===== config.mk =====
export PLATFORM = sky130hd
export DESIGN_NAME = addsub_pipe
export DESIGN_NICKNAME = d
export VERILOG_FILES = /design/src/rtl/addsub_pipe.sv
export SDC_FILE = /design/constraint.sdc
export NUM_CORES = 1
export LEC_CHECK = 0
export BUFFER_PORTS_ARGS = -buffer_cell sky130_fd_sc_hd__buf_2
export CAP_MARGIN = 20
export CORE_MARGIN = 10
export CORE_UTILIZATION = 45
export CTS_BUF_LIST = sky130_fd_sc_hd__clkbuf_2 sky130_fd_sc_hd__clkbuf_4 sky130_fd_sc_hd__clkbuf_8
export DETAILED_ROUTE_END_ITERATION = 10
export PLACE_DENSITY_LB_ADDON = 0.1
export SLEW_MARGIN = 5
export SYNTH_ARGS = -nofsm -noshare
export SYNTH_HDL_FRONTEND = slang
export SYNTH_SLANG_ARGS = --single-unit

===== constraint.sdc =====
create_clock -name clk -period 4.05 [get_ports clk]
set_clock_uncertainty 0.05 [all_clocks]
set_input_delay 0.405 -clock clk [delete_from_list [all_inputs] [get_ports clk]]
set_output_delay 0.405 -clock clk [all_outputs]
set_load 0.1 [all_outputs]

===== src/rtl/addsub_pipe.sv =====
// Two-stage add/subtract/compare unit with sign-magnitude result and valid/ready handshake.
// Optional saturation of ADD overflow and SUB underflow is enabled by defining ADDSUB_SAT_EN.
module addsub_pipe #(
  parameter int              WIDTH  = 4,
  parameter int              OP_W   = 4,
  parameter logic [OP_W-1:0] OP_ADD = 4'b0001,
  parameter logic [OP_W-1:0] OP_SUB = 4'b0010,
  parameter logic [OP_W-1:0] OP_CMP = 4'b0011
) (
  input  logic             clk,
  input  logic             rst,
  input  logic             in_valid,
  output logic             in_ready,
  input  logic [WIDTH-1:0] a,
  input  logic [WIDTH-1:0] b,
  input  logic [OP_W-1:0]  op,
  output logic             out_valid,
  input  logic             out_ready,
  output logic [WIDTH:0]   out,
  output logic             s,
  output logic             zero,
  output logic             ovf,
  output logic             err
);

  localparam logic [1:0] CLS_ADD = 2'd0;
  localparam logic [1:0] CLS_SUB = 2'd1;
  localparam logic [1:0] CLS_CMP = 2'd2;
  localparam logic [1:0] CLS_ERR = 2'd3;

  logic             s1_valid_q, s1_valid_d;
  logic [WIDTH:0]   raw_q, raw_d;
  logic [1:0]       cls_q, cls_d;
  logic             out_valid_q, out_valid_d;
  logic [WIDTH:0]   out_q, out_d;
  logic             s_q, s_d;
  logic             zero_q, zero_d;
  logic             ovf_q, ovf_d;
  logic             err_q, err_d;

  logic             s2_load_s;
  logic             in_fire_s;
  logic [WIDTH:0]   sum_s;
  logic [WIDTH:0]   diff_s;
  logic [WIDTH:0]   neg_s;
  logic             raw_zero_s;

  assign s2_load_s  = !out_valid_q || out_ready;
  assign in_ready   = !s1_valid_q || s2_load_s;
  assign in_fire_s  = in_valid && in_ready;
  assign sum_s      = {1'b0, a} + {1'b0, b};
  assign diff_s     = {1'b0, a} - {1'b0, b};
  assign neg_s      = (~raw_q) + {{WIDTH{1'b0}}, 1'b1};
  // A set borrow bit means the raw value is non-zero, so one test covers every class.
  assign raw_zero_s = (raw_q == {(WIDTH+1){1'b0}});

  // Stage 1 next state: capture a new operation, drain into stage 2, or hold.
  always_comb begin
    if (in_fire_s) begin
      s1_valid_d = 1'b1;
      case (op)
        OP_ADD:  begin cls_d = CLS_ADD; raw_d = sum_s;  end
        OP_SUB:  begin cls_d = CLS_SUB; raw_d = diff_s; end
        OP_CMP:  begin cls_d = CLS_CMP; raw_d = diff_s; end
        default: begin cls_d = CLS_ERR; raw_d = {(WIDTH+1){1'b0}}; end
      endcase
    end else if (s2_load_s) begin
      s1_valid_d = 1'b0;
      cls_d      = cls_q;
      raw_d      = raw_q;
    end else begin
      s1_valid_d = s1_valid_q;
      cls_d      = cls_q;
      raw_d      = raw_q;
    end
  end

  // Stage 2 next state: turn the raw value into sign-magnitude result and flags.
  always_comb begin
    out_valid_d = s2_load_s ? s1_valid_q : out_valid_q;
    if (s2_load_s && s1_valid_q) begin
      out_d  = {(WIDTH+1){1'b0}};
      s_d    = 1'b0;
      zero_d = raw_zero_s;
      ovf_d  = 1'b0;
      err_d  = 1'b0;
      case (cls_q)
        CLS_ADD: begin
`ifdef ADDSUB_SAT_EN
          if (raw_q[WIDTH]) begin
            out_d = {1'b0, {WIDTH{1'b1}}};
            ovf_d = 1'b1;
          end else begin
            out_d = raw_q;
          end
`else
          out_d = raw_q;
`endif
        end
        CLS_SUB: begin
`ifdef ADDSUB_SAT_EN
          if (raw_q[WIDTH]) begin
            ovf_d = 1'b1;
          end else begin
            out_d = raw_q;
          end
`else
          s_d   = raw_q[WIDTH];
          out_d = raw_q[WIDTH] ? neg_s : raw_q;
`endif
        end
        CLS_CMP: begin
          s_d = raw_q[WIDTH];
        end
        default: begin
          err_d  = 1'b1;
          zero_d = 1'b0;
        end
      endcase
    end else begin
      out_d  = out_q;
      s_d    = s_q;
      zero_d = zero_q;
      ovf_d  = ovf_q;
      err_d  = err_q;
    end
  end

  // Pipeline registers; reset discards anything in flight.
  always_ff @(posedge clk) begin
    if (rst) begin
      s1_valid_q  <= 1'b0;
      raw_q       <= {(WIDTH+1){1'b0}};
      cls_q       <= CLS_ADD;
      out_valid_q <= 1'b0;
      out_q       <= {(WIDTH+1){1'b0}};
      s_q         <= 1'b0;
      zero_q      <= 1'b0;
      ovf_q       <= 1'b0;
      err_q       <= 1'b0;
    end else begin
      s1_valid_q  <= s1_valid_d;
      raw_q       <= raw_d;
      cls_q       <= cls_d;
      out_valid_q <= out_valid_d;
      out_q       <= out_d;
      s_q         <= s_d;
      zero_q      <= zero_d;
      ovf_q       <= ovf_d;
      err_q       <= err_d;
    end
  end

  assign out_valid = out_valid_q;
  assign out       = out_q;
  assign s         = s_q;
  assign zero      = zero_q;
  assign ovf       = ovf_q;
  assign err       = err_q;

endmodule


Word level (Yosys, flattened, before mapping)
Cells that the tools add are included.

word-level totals
  output and inout port bits = 11
  logic and storage cells = 38
  register bits after elaboration = 17

cells by class
  bitwise logic cells = 1
  muxes and demuxes = 9
  reduce and logical (&&, ||, !) cells = 12
  add/subtract/negate cells = 3
  equality and inequality tests = 5

operators by type and width
  kind                 number
  $pmux 5 s2           2
  $eq 4x2->1 const B   2
  $pmux 2 s3           1
  $add 4x4->5          1
  $add 5x1->5 const B  1
  $logic_not 5->1      1
  $mux 1               5
  $mux 5               1
  $not 5->5            1
  $sub 4x4->5          1
  $eq 4x1->1 const B   1
  $reduce_or 2->1      2
  $reduce_or 3->1      1
  $eq 2x1->1 const B   1
  $eq 2x2->1 const B   1
  $logic_and 1x1->1    2
  $logic_not 1->1      2
  $logic_not 2->1      1
  $logic_or 1x1->1     2
  $reduce_bool 2->1    1

Longest topological paths before layout
  depth in word-level cells = 5
  gate-level depth with buffers = 9
  depth with buffers taken out = 9

Least setup slack after synthesis
No wires, ideal clock.

  path type = register to register
  from = reg out_valid_q (netlist: out_valid)
  to = reg cls_q[0]
  path buffers = 0
  cell stages (with the launch flop) = 4
  data arrival time = 2.019 ns
  clock period less this slack = 2.160 ns
  library setup time = 0.091 ns
  setup slack = 1.890 ns
  required time = 3.909 ns
  cell sequence = dfxtp_1 nand3b_4 and2_4 a311oi_1

on the way
  cells in the longest elaborated chain, start to end = 4

ends and longest elaborated chain
  what                    RTL line  RTL
  start, declared         34        logic out_valid_q, out_valid_d;
  start signal, assigned  145       out_valid_q <= out_valid_d;
  $logic_not 1->1         48        assign s2_load_s = !out_valid_q || out_ready;
  $logic_or 1x1->1        48
  $logic_or 1x1->1        49        assign in_ready = !s1_valid_q || s2_load_s;
  via in_ready            13        output logic in_ready,
  $logic_and 1x1->1       50        assign in_fire_s = in_valid && in_ready;
  end signal, assigned    144       cls_q <= cls_d;
  end, declared           33        logic [1:0] cls_q, cls_d;

The timed path passes the listed nets, and every way through them passes these cells.
A chain may end at the register's enable or synchronous reset.

Worst setup path after layout
  from = in op[3]
  to = reg raw_q[4]

on the way
  cells in the longest elaborated chain, start to end = 3
  elaborated cells on any way between the ends = 5
  those cells by class = eq/ne (3); mux (1); reduce/logical (1)

ends and longest elaborated chain
  what                       RTL line  RTL
  start, declared            16        input logic [OP_W-1:0] op,
  $eq 4x2->1                 61        case (op)
  $reduce_or 2->1 (no line)  n/a
  $pmux 5 s2 *               61
  end signal, assigned       133       raw_q <= {(WIDTH+1){1'b0}};
  end signal, assigned       143       raw_q <= raw_d;
  end, declared              32        logic [WIDTH:0] raw_q, raw_d;

Every way passes the cells marked *; elsewhere a longest branch is shown, timed or not.

==> impl_results.md <==
* Count of buffers added by post-CTS timing repair for setup at 0
* Pre-CTS setup slack at 1810 ps
* TritonCTS clock tree: built
* Pin count of the biggest net entering global routing at 20
* Placed cell count at 171
* Critical Path Slowest Stage Cell: sky130_fd_sc_hd__fa_1
* Multiplexer share of the synthesized area at 0.949%
* Number of enable-type register cells in the synthesized netlist at 0
* Most frequent cells in the layout: sky130_fd_sc_hd__buf_2, sky130_fd_sc_hd__dfxtp_1, sky130_fd_sc_hd__a21oi_1, sky130_fd_sc_hd__inv_1, sky130_fd_sc_hd__nor2_1
* Final design area excluding fillers at 1220 sq um
* Post-synthesis adder-cell area fraction at 12.6%
* Worst hold slack at 322 ps
* CTS clk-pin slew, worst paths at 90 ps
* Count of hold buffers inserted by post-cts repair at 0
* Int Power at 0.260 mW
* Final setup TNS at 0 ps
* Number of buffers on the longest clock path at 2
* Setup ws final at 2140 ps
* Dpl cell area at 1190 sq um
* Switching pwr at 0.134 mW
* Post-synthesis cell type count at 41
* Count of port buffers added during placement at 25
* Lkg Pwr at 0.553 nW
* Final critical-path required period at 1910 ps
* Final hold violations at 0
* Vias at 906
* HP Class: in2reg
* Count of final max-slew check failures at 0
* Largest family of logic cells by synthesized area: simple AND/OR/NAND/NOR gates
* Startpoint of the worst register-to-register path: raw_q[1]$_SDFFE_PP0P_
* Post-Synth Simple-Gate Area at 21.8%
* Worst endpoint required time at 4200 ps
* # DRC at 0
* Vertical extent of the die at 68.4 um
* Post-route insts no fill at 175
* Yosys reg bits at 17
* Grt total ovfl at 0
* Async set-reset flop share out of synthesis at 0%
* H-tree depth reported by CTS at 1
* CORE AREA at 2210 sq um
* Top fanout value on the critical path at 4
* Max rail drop VDD at 0.000153 V
* Maximum cell stage delay along the critical path at 450 ps
* Overall die width at 68.4 um
* Post-Route WL at 2150 um
* Launch instance of the worst min-delay path: op[0]
* Initial antenna violation count at 0
* Data arrival, critical path at 2060 ps
* Total power consumption of the routed design at 0.393 mW
* I/O pin total at 27
* Number of inserted diodes at 0
* Gpl congestion at 0.809
* Category of the worst setup path capture point: flip-flop
* Effective utilization at floorplan at 47.7%
* Via density at 5.18
* Post-DR wirelength/cell at 12.3 um
* Maximum achievable frequency at 0.524 GHz
* Nets@finish at 174
* Placed wire-length estimate after detailed placement at 1780 um
* Via count of the first global-routing pass at 907
* Uppermost layer routed: met4
* DR pass1 iterations at 4
* Proportion of synthesized chip area in sequential cells at 32.3%
* Synth Instances at 123
* Critical Path Start: op[3]
* Syn_nets at 149
* Ordered list of cells on the worst path: buf_2 -> nor3b_2 -> mux2i_1 -> fa_1 -> a21o_1 -> a21oi_1 -> xnor2_1 -> o41ai_2
* Core utilization of the finished layout at 55.1%
* FP Rows at 17
* Flop pwr share at 46.1%
* # Max-Cap Violations at 0
* Fraction of final layout cells with drive strength greater than 1 at 25.9%
* GRT Util Overall at 9.93%
* Setup-failing EPs final at 0
* Clock Power Share at 24.6%
* Worst-Skew Late Latency at 290 ps
* Most used flip-flop cell after synthesis: sky130_fd_sc_hd__dfxtp_1
* Avg Inst Size Synth at 8.58 sq um
* Clock Sinks at 17
* Proportion of power drawn by combinational gates at 29.3%
* Number of gates resized after CTS at 0
* P per Cell Area at 323 nW/um^2
* Number of buffers created by CTS at 3
* Full die area at 4680 sq um
* Unrepaired setup endpoints after global routing: no
* Period Utilization, post-route at 47.1%
* Final ANT Viol Nets at 0
* Wire length of the first global-routing pass at 3650 um
* Routed met3 length at 98 um
* Area fraction in compound gates after synthesis at 19.9%
* Library cell used as clock root buffer: sky130_fd_sc_hd__clkbuf_4
* Crit Path Category: in2reg
* Met2 layer wire length in the routed design at 1040 um
* Net switching fraction of the power at 34.0%
* Number of design-rule violations left by the first detailed-router iteration at 33
* Parity-gate share of the synthesized area counting xor and xnor cells at 5.81%
* Status: completed
* Area Growth Syn to Fin at 15.7%
* Yosys warns at 0
* WL met1 at 961 um
* Leading cell type in the layout, fill and taps excluded: sky130_fd_sc_hd__buf_2
* Worst setup SP type: primary input
* Cell area after synthesis at 1050 sq um
-- power by group through the flow --
| stage | combinational (mW) | clock [mW] | sequential [mW] |
|---|---|---|---|
| 6_report | 0.115 | 0.0970 | 0.181 |
| 5_1_grt | 0.127 | 0.109 | 0.183 |
| 4_1_cts | 0.117 | 0.101 | 0.182 |
| 3_5_place_dp | 0.116 | 0 | 0.186 |
| 3_3_place_gp | 0.115 | 0 | 0.185 |
| 2_1_floorplan | 0.0660 | 0 | 0.210 |
-- registers in the layout, indices dropped and copies added, names as in the netlist --
register    count
cls_q           2
err             1
out             5
out_valid       1
raw_q           5
s               1
s1_valid_q      1
zero            1
-- logic make-up after synthesis --
group	after synthesis
mux	1
other cells	1
compound gates	30
fa+ha+maj	10
simple gates	41
buf+inv	16
flops	17
xor+xnor	7
-- cells in the mapped netlist, types with 2 or more instances --
| cell | count | area [sq um] |
|---|---|---|
| sky130_fd_sc_hd__o21ai_0 | 2 | 10.0 |
| sky130_fd_sc_hd__a311oi_1 | 3 | 26.3 |
| sky130_fd_sc_hd__nand3b_1 | 3 | 22.5 |
| sky130_fd_sc_hd__clkbuf_1 | 2 | 7.51 |
| sky130_fd_sc_hd__xnor2_1 | 6 | 52.6 |
| sky130_fd_sc_hd__buf_2 | 2 | 10.0 |
| sky130_fd_sc_hd__a21oi_1 | 13 | 65.1 |
| sky130_fd_sc_hd__nand2_1 | 10 | 37.5 |
| sky130_fd_sc_hd__nand3_1 | 4 | 20.0 |
| sky130_fd_sc_hd__or3_1 | 2 | 12.5 |
| sky130_fd_sc_hd__dfxtp_1 | 17 | 340 |
| sky130_fd_sc_hd__nor3_1 | 2 | 10.0 |
| sky130_fd_sc_hd__ha_1 | 9 | 113 |
| sky130_fd_sc_hd__inv_1 | 11 | 41.3 |
| sky130_fd_sc_hd__nor2_1 | 11 | 41.3 |
-- worst paths after layout --
kind                      endpoint  slack, ps  depth (start not counted)
max          raw_q[4]$_SDFFE_PP0P_       2140                          8
min          cls_q[0]$_SDFFE_PP0P_        320                          2
max reg2reg    out[4]$_SDFFE_PP0P_       2650                          6
min reg2reg       err$_SDFFE_PP0P_        410                          2
-- metal layers --
metal / vias to the layer above / global-route usage [%]
met1: 408 / 10.6
met2: 22 / 17.7
met4: 0 / 5.28
met5: - / 0
met3: 4 / 2.12
li1: 472 / -
-- layout make-up --
class                   instances  area, sq um
inverters                      11         41.3
flip-flops and latches         17          340
fillers                       225          992
multi-input cells              90          648
repair buffers                 25          125
well taps                      28         35.0
clock buffers                   4         30.0
-- worst max-delay path: cells and delay by family --
kind / cells / cell delay (ps)
buffers and inverters: 1 / 110
adder cells (fa/ha/maj): 1 / 450
XOR/XNOR: 1 / 100
multiplexers: 1 / 190
AND/OR/NAND/NOR: 1 / 290
AO/OA/AOI/OAI: 3 / 520
Power figures use the tool's default switching activity.
